[src/rtl/eth_phy_10g_rx_slip_ctrl.sv]
// 10G RX block-lock controller: sync-header checking with bitslip requests.
// Define RX_SLIP_STATS_EN to enable the saturating lock-loss event counter.
module eth_phy_10g_rx_slip_ctrl #(
    parameter int HDR_WIDTH      = 2,
    parameter int SH_WINDOW_LOG2 = 6,
    parameter int MAX_INVALID    = 16,
    parameter int SLIP_WAIT      = 32,
    parameter int MAX_SLIPS      = 66
) (
    input  logic                 clk,
    input  logic                 rst_n,
    input  logic                 enable,
    input  logic                 serdes_rx_valid,
    input  logic [HDR_WIDTH-1:0] serdes_rx_hdr,
    output logic                 serdes_rx_bitslip,
    output logic                 rx_block_lock,
    output logic [6:0]           slip_count,
    output logic                 align_fail,
    output logic [15:0]          lock_loss_count
);

    localparam int SW = SH_WINDOW_LOG2;
    localparam int WW = $clog2(SLIP_WAIT + 1);

    localparam logic [SW-1:0] WIN_LAST  = '1;
    localparam logic [SW-1:0] INV_LAST  = SW'(MAX_INVALID - 1);
    localparam logic [WW-1:0] WAIT_LAST = WW'(SLIP_WAIT - 1);
    localparam logic [6:0]    SLIPS_MAX = 7'(MAX_SLIPS);

    if (HDR_WIDTH != 2) begin : g_bad_hdr_width
        $error("eth_phy_10g_rx_slip_ctrl: HDR_WIDTH must be 2");
    end

    if (MAX_INVALID < 1 || MAX_INVALID > (1 << SH_WINDOW_LOG2)) begin : g_bad_max_inv
        $error("eth_phy_10g_rx_slip_ctrl: MAX_INVALID out of range");
    end

    if (SLIP_WAIT < 1) begin : g_bad_slip_wait
        $error("eth_phy_10g_rx_slip_ctrl: SLIP_WAIT must be >= 1");
    end

    if (MAX_SLIPS > 127) begin : g_bad_max_slips
        $error("eth_phy_10g_rx_slip_ctrl: MAX_SLIPS must be <= 127");
    end

    typedef enum logic [1:0] {
        ST_HUNT,
        ST_SLIP_WAIT,
        ST_LOCKED
    } state_t;

    state_t        state;
    state_t        state_d;
    logic [SW-1:0] sh_cnt;
    logic [SW-1:0] sh_d;
    logic [SW-1:0] win_cnt;
    logic [SW-1:0] win_d;
    logic [SW-1:0] inv_cnt;
    logic [SW-1:0] inv_d;
    logic [WW-1:0] wait_cnt;
    logic [WW-1:0] wait_d;
    logic [6:0]    slip_d;
    logic [6:0]    slip_inc;
    logic          fail_d;
    logic          bitslip_d;
    logic          hdr_ok;
    logic          lose_lock;

    assign hdr_ok    = ^serdes_rx_hdr[1:0];
    assign slip_inc  = (slip_count == 7'h7F) ? slip_count : slip_count + 7'd1;
    // The MAX_INVALID-th bad header wins over a simultaneous window wrap.
    assign lose_lock = serdes_rx_valid && !hdr_ok && (inv_cnt == INV_LAST);

    always_ff @(posedge clk or negedge rst_n) begin
        if (!rst_n) begin
            state             <= ST_HUNT;
            sh_cnt            <= '0;
            win_cnt           <= '0;
            inv_cnt           <= '0;
            wait_cnt          <= '0;
            slip_count        <= '0;
            align_fail        <= 1'b0;
            serdes_rx_bitslip <= 1'b0;
            rx_block_lock     <= 1'b0;
        end else begin
            state             <= state_d;
            sh_cnt            <= sh_d;
            win_cnt           <= win_d;
            inv_cnt           <= inv_d;
            wait_cnt          <= wait_d;
            slip_count        <= slip_d;
            align_fail        <= fail_d;
            serdes_rx_bitslip <= bitslip_d;
            rx_block_lock     <= (state_d == ST_LOCKED);
        end
    end

    always_comb begin
        state_d   = state;
        sh_d      = sh_cnt;
        win_d     = win_cnt;
        inv_d     = inv_cnt;
        wait_d    = wait_cnt;
        slip_d    = slip_count;
        fail_d    = align_fail;
        bitslip_d = 1'b0;

        if (!enable) begin
            state_d = ST_HUNT;
            sh_d    = '0;
            win_d   = '0;
            inv_d   = '0;
            wait_d  = '0;
            slip_d  = '0;
            fail_d  = 1'b0;
        end else begin
            unique case (state)
                ST_HUNT: begin
                    if (serdes_rx_valid && hdr_ok) begin
                        if (sh_cnt == WIN_LAST) begin
                            state_d = ST_LOCKED;
                            sh_d    = '0;
                            win_d   = '0;
                            inv_d   = '0;
                            slip_d  = '0;
                            fail_d  = 1'b0;
                        end else begin
                            sh_d = sh_cnt + SW'(1);
                        end
                    end else if (serdes_rx_valid) begin
                        state_d   = ST_SLIP_WAIT;
                        bitslip_d = 1'b1;
                        sh_d      = '0;
                        wait_d    = '0;
                        slip_d    = slip_inc;
                        fail_d    = align_fail | (slip_inc == SLIPS_MAX);
                    end
                end
                ST_SLIP_WAIT: begin
                    // Timer runs on every cycle, valid or not.
                    if (wait_cnt == WAIT_LAST) begin
                        state_d = ST_HUNT;
                        wait_d  = '0;
                    end else begin
                        wait_d = wait_cnt + WW'(1);
                    end
                end
                ST_LOCKED: begin
                    if (lose_lock) begin
                        state_d   = ST_SLIP_WAIT;
                        bitslip_d = 1'b1;
                        win_d     = '0;
                        inv_d     = '0;
                        wait_d    = '0;
                        slip_d    = slip_inc;
                        fail_d    = align_fail | (slip_inc == SLIPS_MAX);
                    end else if (serdes_rx_valid) begin
                        if (win_cnt == WIN_LAST) begin
                            win_d = '0;
                            inv_d = '0;
                        end else begin
                            win_d = win_cnt + SW'(1);
                            inv_d = hdr_ok ? inv_cnt : inv_cnt + SW'(1);
                        end
                    end
                end
                default: begin
                    state_d = ST_HUNT;
                end
            endcase
        end
    end

`ifdef RX_SLIP_STATS_EN
    logic loss_ev;

    assign loss_ev = enable && (state == ST_LOCKED) && lose_lock;

    always_ff @(posedge clk or negedge rst_n) begin
        if (!rst_n) begin
            lock_loss_count <= '0;
        end else if (loss_ev && (lock_loss_count != 16'hFFFF)) begin
            lock_loss_count <= lock_loss_count + 16'd1;
        end
    end
`else
    assign lock_loss_count = 16'h0000;
`endif

endmodule

[config.mk]
export PLATFORM = sky130hd
export DESIGN_NAME = eth_phy_10g_rx_slip_ctrl
export DESIGN_NICKNAME = d
export VERILOG_FILES = /design/src/rtl/eth_phy_10g_rx_slip_ctrl.sv
export SDC_FILE = /design/constraint.sdc
export NUM_CORES = 1
export LEC_CHECK = 0
export ABC_AREA = 1
export CELL_PAD_IN_SITES_DETAIL_PLACEMENT = 0
export CELL_PAD_IN_SITES_GLOBAL_PLACEMENT = 1
export CORE_MARGIN = 4
export CORE_UTILIZATION = 36
export DETAILED_ROUTE_END_ITERATION = 6
export PLACE_DENSITY = 0.82
export SLEW_MARGIN = 20
export SYNTH_ARGS = -nofsm -noshare
export SYNTH_HDL_FRONTEND = slang
export SYNTH_SLANG_ARGS = --single-unit
[constraint.sdc]
create_clock -name clk -period 1.5 [get_ports clk]
set_input_delay 0.3 -clock clk [delete_from_list [all_inputs] [get_ports clk]]
set_output_delay 0.3 -clock clk [all_outputs]
set_load 0.03 [all_outputs]
==> metrics, run 1 <==
Internal Power=between 1.5 and 2 mW; Worst Reg-to-Reg Cells=9; setup TNS=-3300 ps; R2R Path Start=inv_cnt[0]$_DFFE_PN0P_; clock sink count=36; Fillers=between 500 and 600; Post-DP Area=between 2000 and 3000 um^2; Fin Hold WS=around 400 ps; IO buf count=15; Reg2Reg Setup Slack=-170 ps; Die Y=between 80 and 90 um; Comb power frac=0.284; Final Cell Area=approximately 3400 um^2; commonest non-fill, non-tap cell in the layout=buf_4; worst hold path type=in -> async; Max Root-Sink Buffers=2; Final Power=2.41 mW; Post-Synthesis Cells=between 200 and 300; sequential power share=0.429; Post-DRT Antenna Nets=0; share of cells above drive strength 1=0.401; Post-Place Setup Slack=-490 ps; CTS tree=built; clock-pin transition on the worst setup and hold timing paths=roughly 80 ps; critical path capture point type=flop; largest net degree at the start of global routing=18; sw frac=0.329; CP startpoint kind=flop; first-pass GRT wire length=9.76 mm; net load switching power=slightly below 0.8 mW; final cell count without fillers=between 400 and 500; #FFs+latches synth=36; n_diodes=0; min Tclk post-route=between 1500 and 2000 ps; Req. time, crit path=1720 ps; vias in the first global route=2167; Die X=between 80 and 90 um; Initial Util=0.378; status=finished with violations; fin util=0.563; Post-synth EDFFs=0; final worst slack=-172 ps; most frequent cells in the layout=buf_4 (68), nand2_1 (52), dfrtp_1 (33); Iter 0 DRT Violations=92; reg2reg end=win_cnt[3]$_DFFE_PN0P_; clock share of power=0.287; total CTS buffers=5; failing checks=negative setup slack; routed len/inst=about 13 um; Pwr per Cell Area=roughly 710 nW/um^2; Yosys cell types=36; Worst VDD drop=between 0.4 and 0.5 mV; Fin Clk Skew=approximately 12 ps; GPL Wtd Cong=0.819; Peak Freq=0.598 GHz; Synth warnings=0; RSZ-0062 raised after global routing=true; Post-synth ARST share=1.00; Setup Viol. Count Final=28; mean post-synth cell area=between 7 and 8 um^2; die area=approximately 7700 um^2; post-DP HPWL=3.98 mm; DRC=0; ys flop type=dfrtp_1; core area=6030 um^2; total of max-cap violations=0; synthesized area=2280 um^2; worst setup path category=reg -> reg; clk root buf=clkbuf_8; antenna violations before repair=0; Lkg Pwr=approximately 1.6 nW; critical path fanouts, max=7; sequential cell area fraction in the yosys report=0.396; WP data arrival=roughly 1900 ps; crit share post-route=1.11; io pins=32; via count=about 2200; layout net count=394; row count=28; Layout area overhead=49.1%; total grt overflow=0; Skew-Pair Late Insertion Delay=~290 ps; Final Hold Fails=0; placed cell count=430; global-route usage over all layers=0.161; H-tree levels=2; via density per instance=4.83; WL final=5.90 mm; Pre-Repair DR Iteration Count=4; multi-input logic area=approximately 1400 um^2; register area=905 um^2; Max Transition Viols Final=0
-- how the worst max path moves through the flow --
stage	from	end	slack, ps	cells after the start
2_1_floorplan	inv_cnt[0]$_DFFE_PN0P_	slip_count[1]$_DFFE_PN0P_	-30	11
3_3_place_gp	serdes_rx_hdr[0]	inv_cnt[4]$_DFFE_PN0P_	-450	9
3_5_place_dp	serdes_rx_hdr[0]	win_cnt[0]$_DFFE_PN0P_	-490	10
4_1_cts	sh_cnt[0]$_DFFE_PN0P_	inv_cnt[5]$_DFFE_PN0P_	-160	9
5_1_grt	sh_cnt[0]$_DFFE_PN0P_	inv_cnt[1]$_DFFE_PN0P_	-270	9
6_report	inv_cnt[0]$_DFFE_PN0P_	win_cnt[3]$_DFFE_PN0P_	-170	9
-- state kept, by name (all words and copies together) (netlist names) --
register           cells
inv_cnt                6
slip_count             7
rx_block_lock          1
state                  2
sh_cnt                 6
align_fail             1
wait_cnt               6
win_cnt                6
serdes_rx_bitslip      1
-- power groups by stage --
| stage | combinational, mW | clock [mW] | sequential [mW] |
|---|---|---|---|
| CTS | 0.636 | 0.712 | 1.03 |
| finish | 0.685 | 0.692 | 1.03 |
| global placement | 0.518 | 0 | 1.05 |
| floorplan | 0.284 | 0 | 1.09 |
| global route | 0.738 | 0.771 | 1.04 |
| detailed placement | 0.522 | 0 | 1.05 |
-- cells by family after synthesis --
family | after synthesis | share of synthesized area
compound gates | 47 | 0.118
xor+xnor | 9 | 0.0346
fa+ha+maj | 5 | 0.0275
buf+inv | 51 | 0.114
flops | 36 | 0.396
other cells | 1 | 0.00165
simple gates | 136 | 0.308
-- critical path, stage by stage, from the launching register on --
cell,delay (ps)
dfrtp_1,400
ha_4,170
nand3_4,90
nor2_4,150
a31oi_4,120
nand2_2,100
nand3_4,160
buf_6,190
buf_6,110
o21ai_1,100
-- synthesized netlist by cell type, types with 2 or more instances --
master,count,share of area
nor2_8,2,0.018
o21ai_0,20,0.044
nor2_4,2,0.0099
xnor2_1,4,0.015
inv_1,31,0.051
nor3b_1,3,0.0099
nand2_1,63,0.10
nand3_1,16,0.035
o22ai_1,6,0.016
nand2_4,2,0.0099
nor2_1,22,0.036
nor2_2,4,0.011
nand2_2,2,0.0055
inv_2,2,0.0033
ha_1,5,0.027
o21a_1,2,0.0066
xor2_1,5,0.019
nand3_4,2,0.015
nand3_2,3,0.013
nor3_1,4,0.0088
o21ai_1,5,0.011
buf_4,16,0.053
a21oi_1,8,0.018
dfrtp_1,36,0.40
a22oi_1,2,0.0066
nand4_1,8,0.022
-- cell type report --
cell class	instances	area share
multi-input combinational	213	0.417
sequential	36	0.267
timing repair buffer	94	0.227
inverter	33	0.0365
tap	75	0.0277
clock buffer	5	0.0203
clock inverter	3	0.00553
-- timing repair --
action	4_1_cts	5_1_grt
setup buffers	15	4
hold buffers	1	0
pin swaps	19	14
endpoints found under the setup margin	40	34
cloned	1	0
hold endpoints to repair	10	0
resized for setup	65	24
-- routing by layer --
layer,wire (um),up-vias,share of wire,GRT usage
li1,-,1099,-,-
met1,2420,1048,0.41,0.197
met2,3120,60,0.53,0.282
met3,248,10,0.042,0.0293
met4,105,0,0.018,0.0572
met5,0,-,0,0
No activity file was read; power rests on OpenSTA's default activity.
==> run 2: changes to the inputs <==
Settings changed: CAP_MARGIN set to 25, GPL_TIMING_DRIVEN set to 0.
==> metrics, run 2 (synthesized netlist as in run 1, its figures left out) <==
Pwr per Cell Area=between 700 and 800 nW/um^2; Crit-path slowest cell=dfrtp_1; critical path's largest stage delay=around 370 ps; total grt overflow=0; Initial Util=0.378; row count=28; crit share post-route=1.09; min Tclk post-route=approximately 1600 ps; worst setup path category=reg -> reg; io pins=32; Skew-Pair Late Insertion Delay=290 ps; Peak Freq=just over 0.6 GHz; WP data arrival=1800 ps; largest net degree at the start of global routing=20; layout net count=approximately 370; Post-DRT Antenna Nets=0; CTS tree=built; Pre-Repair DR Iteration Count=4; critical path fanouts, max=6; via density per instance=roughly 4.8; Final Power=between 2 and 2.5 mW; total CTS buffers=5; Max Root-Sink Buffers=2; via count=between 2000 and 2500; most frequent cells in the layout=nand2_1 (45), buf_4 (42), dfrtp_1 (34); critical path's top delay family=simple AND/OR/NAND/NOR gates; critical path capture point type=flop; most frequent CP cell=nand3_4; IO buf count=14; placed cell count=a little under 400; Fillers=567; first-pass GRT wire length=between 8 and 9 mm; Largest register FFs=7; Die X=87.5 um; post-DP HPWL=around 3.5 mm; Max Transition Viols Final=0; routed len/inst=approximately 12 um; Critical Path, Cell by Cell=ha_2 -> nand3_4 -> nor2_4 -> nand2_4 -> o21bai_4 -> nand3_4 -> buf_6 -> nand2_2 -> o21ai_1; Iter 0 DRT Violations=between 60 and 70; total of max-cap violations=0; clock sink count=36; vias in the first global route=between 1500 and 2000; die area=between 7000 and 8000 um^2; Largest Register=slip_count; clk root buf=clkbuf_8; final worst slack=-132 ps; Die Y=around 90 um; global-route usage over all layers=0.141; H-tree levels=2; Lkg Pwr=approximately 1.6 nW; DRC=0; Layout area overhead=42.3%; share of cells above drive strength 1=0.356; antenna violations before repair=0; core area=between 6000 and 7000 um^2; commonest non-fill, non-tap cell in the layout=nand2_1; final cell count without fillers=432; GPL Wtd Cong=between 0.7 and 0.8; clock-pin transition on the worst setup and hold timing paths=approximately 70 ps; Req. time, crit path=1670 ps; Setup Viol. Count Final=28; worst hold path type=in -> reg; CP startpoint kind=flop; setup TNS=-2540 ps; RSZ-0062 raised after global routing=true; Worst VDD drop=about 0.40 mV; WL final=approximately 5.3 mm; Fin Clk Skew=roughly 4.2 ps; status=finished with violations; n_diodes=0; failing checks=negative setup slack; Buffers & Inverters on Critical Path=1; Final Hold Fails=0
==> run 2: cell types whose count changed in the layout (fill, tap and decap cells not counted), sizes merged <==
cell           before  now
clkdlybuf4s15       2    0
dlygate4sd2         9   10
clkdlybuf4s50       3    2
nand3              21   22
buf                79   53
clkbuf              5    7
clkinv              3    1
==> run 2: cell type report <==
type	count	area, um^2	share of cell area
timing repair buffer	49	429	0.132
clock inverter	1	5.00	0.00154
buffer	18	136	0.0421
tap	75	93.8	0.0290
sequential	36	903	0.279
clock buffer	6	72.6	0.0224
inverter	33	124	0.0382
multi-input combinational	214	1480	0.455
==> run 2: stage by stage <==
| stage | utilization | hold WS (ps) | setup slack [ps] | instance area [um^2] |
|---|---|---|---|---|
| detailed placement | 0.434 | 272 | -593 | 2610 |
| floorplan | - | 4.41 | -30.4 | 2360 |
| finish | 0.538 | 399 | -132 | 3240 |
| global route | 0.538 | 406 | -229 | 3240 |
| CTS | 0.508 | 390 | -185 | 3060 |
| global placement | 0.430 | 475 | -928 | 2590 |
==> run 2: path summary, 6_finish.rpt <==
kind                       depth (start not counted)                     from  slack [ps]                        end
setup / recovery                                   9    sh_cnt[1]$_DFFE_PN0P_        -130     win_cnt[2]$_DFFE_PN0P_
hold / removal                                     3                   enable         400     win_cnt[3]$_DFFE_PN0P_
setup reg to reg                                   9    sh_cnt[1]$_DFFE_PN0P_        -130     win_cnt[2]$_DFFE_PN0P_
hold reg to reg                                    1  wait_cnt[3]$_DFFE_PN0P_         510    wait_cnt[3]$_DFFE_PN0P_
max in group asynchronous                          3                    rst_n         560     inv_cnt[5]$_DFFE_PN0P_
min in group asynchronous                          2                    rst_n         490  slip_count[4]$_DFFE_PN0P_
==> run 2: worst reg2reg max path, cell delays in order (launching register included) <==
cell and delay (ps):
dfrtp_1 370, ha_2 220, nand3_4 90, nor2_4 130, nand2_4 90, o21bai_4 170, nand3_4 160, buf_6 180
nand2_2 50, o21ai_1 60
==> run 2: power breakdown <==
part	switching, mW	internal (mW)	total (mW)
sequential	0.0443	1.00	1.05
combinational	0.364	0.226	0.590
clock	0.341	0.316	0.657
==> run 2: what timing repair did <==
item | in CTS | in global routing
hold endpoints to repair | 17 | 0
gates cloned | 2 | 0
gates resized for setup | 58 | 29
hold buffers | 1 | 0
setup endpoints to repair | 40 | 31
buffers inserted | 22 | 11
pin swaps | 17 | 21
==> run 2: routing by layer <==
metal | routed length (um) | vias up | track usage
met2 | 2600 | 36 | 0.230
met3 | 166 | 7 | 0.0284
met4 | 82 | 0 | 0.0418
met1 | 2420 | 962 | 0.187
li1 | - | 1063 | -
met5 | 0 | - | 0
==> run 3: changes to the inputs <==
Settings changed: SKIP_CTS_REPAIR_TIMING set to 1.
==> metrics, run 3 (synthesized netlist as in run 1, its figures left out) <==
vias in the first global route=1679; sw frac=0.323; clk root buf=clkbuf_8; Comb power frac=0.247; reg2reg end=slip_count[1]$_DFFE_PN0P_; H-tree levels=2; global-route usage over all layers=0.125; Worst Reg-to-Reg Cells=11; GR peak layer=met2; Worst Hold Launch=enable; most frequent cells in the layout=nand2_1 (49), dfrtp_1 (34), inv_1 (30), buf_4 (30), nor2_1 (20); Largest register FFs=7; Pwr per Cell Area=~730 nW/um^2; Fin Hold WS=roughly 400 ps; largest net degree at the start of global routing=20; Setup Viol. Count Final=28; row count=28; Die Y=slightly below 90 um; R2R Path Start=inv_cnt[0]$_DFFE_PN0P_; Final Power=between 2 and 2.5 mW; core area=around 6000 um^2; Iter 0 DRT Violations=59; clock-pin transition on the worst setup and hold timing paths=~70 ps; worst hold path depth=3; GPL Wtd Cong=~0.78; WP data arrival=about 1900 ps; Fin Clk Skew=about 3.9 ps; Post-DP Area=2610 um^2; grt met3 use=0.0265; Initial Util=0.378; DRC=0; CTS tree=built; net load switching power=~0.73 mW; RSZ-0062 raised after global routing=true; crit share post-route=1.13; Post-DRT Antenna Nets=0; Final Hold Fails=0; hold endpoint=win_cnt[3]$_DFFE_PN0P_; Crit-path slowest cell=dfrtp_1; Largest Register=slip_count; post-DP HPWL=between 3 and 4 mm; antenna violations before repair=0; Critical Path, Cell by Cell=ha_4 -> nand3_4 -> nor2_4 -> nand3_4 -> nand3_4 -> nand2_8 -> nor2_8 -> nand2_8 -> inv_2 -> nand2_1 -> nand2_1; critical path fanouts, max=8; layout net count=approximately 350; Reg2Reg Setup Slack=-190 ps; total of max-cap violations=0; n_diodes=0; Req. time, crit path=approximately 1700 ps; Pre-Repair DR Iteration Count=4; min Tclk post-route=about 1700 ps; CP startpoint kind=flop; Max Transition Viols Final=0; share of cells above drive strength 1=0.293; final worst slack=-194 ps; die area=about 7700 um^2; most frequent CP cell=nand3_4; CP startpoint=inv_cnt[0]$_DFFE_PN0P_; WL final=roughly 4.9 mm; total CTS buffers=5; worst hold path type=in -> reg; Skew-Pair Late Insertion Delay=about 290 ps; Die X=87.5 um; critical path's largest stage delay=between 400 and 500 ps; status=finished with violations; via density per instance=4.78; IO buf count=14; met2 Resource Use GR=0.193; via count=about 2000; worst setup path category=reg -> reg; clock sink count=36; Final Cell Area=just over 3000 um^2; failing checks=negative setup slack; fin util=0.515; Fillers=575; io pins=32; critical path capture point type=flop; Layout area overhead=36.4%; total grt overflow=0; commonest non-fill, non-tap cell in the layout=nand2_1; Peak Freq=~0.59 GHz; Worst VDD drop=between 0.3 and 0.4 mV; routed len/inst=between 10 and 15 um; Max Root-Sink Buffers=2; clock share of power=0.291; sequential power share=0.462; Lkg Pwr=approximately 1.6 nW; GR Util met1=0.176; first-pass GRT wire length=between 7 and 8 mm; Internal Power=around 1.5 mW
==> run 3: cell types whose count changed in the layout (fill, tap and decap cells not counted), sizes merged <==
cell          previous run  this run
dlymetal6s2s             0        11
buf                     53        37
clkbuf                   7         6
dlygate4sd2             10         0
==> run 3: power groups by stage <==
stage / Clock (mW) / Combinational (mW) / Sequential, mW
6_report: 0.658 / 0.559 / 1.04
5_1_grt: 0.714 / 0.611 / 1.05
4_1_cts: 0.679 / 0.440 / 1.05
3_5_place_dp: 0 / 0.439 / 1.06
3_3_place_gp: 0 / 0.428 / 1.06
2_1_floorplan: 0 / 0.284 / 1.09
==> run 3: metrics by stage <==
step           setup slack [ps]  cells  setup TNS, ps
2_1_floorplan             -30.4    300           -145
3_3_place_gp               -928    389         -43330
3_5_place_dp               -593    390         -14990
4_1_cts                    -343    397          -8570
5_1_grt                    -294    416          -7120
6_report                   -194    416          -4030
==> run 3: how the worst max path moves through the flow <==
stage	endpoint	depth (start not counted)
finish	slip_count[1]$_DFFE_PN0P_	11
global placement	slip_count[1]$_DFFE_PN0P_	1
detailed placement	inv_cnt[5]$_DFFE_PN0P_	10
global route	slip_count[1]$_DFFE_PN0P_	11
floorplan	slip_count[1]$_DFFE_PN0P_	11
CTS	inv_cnt[5]$_DFFE_PN0P_	9
==> run 3: worst max-delay path, delay by kind of cell, from the launching register on <==
kind / cells / cell delay [ps]
buffers and inverters: 1 / 70
DFF: 1 / 410
adders and majority gates: 1 / 180
and+or+nand+nor: 9 / 980
==> run 3: final cells by class <==
cell class,count,area (um^2),share of cell area
multi-input cells,214,1430,0.461
flip-flops and latches,36,903,0.291
repair buffers,33,339,0.109
plain buffers,18,136,0.0439
inverters,33,124,0.0399
well taps,75,93.8,0.0302
clock buffers,6,72.6,0.0234
clock inverters,1,5.00,0.00161
==> run 3: per-layer routing <==
layer | wire length, um | share of wire | vias to the layer above
met5 | 0 | 0 | -
met4 | 62 | 0.013 | 0
met3 | 156 | 0.032 | 5
met2 | 2360 | 0.48 | 32
met1 | 2350 | 0.48 | 928
li1 | - | - | 1025
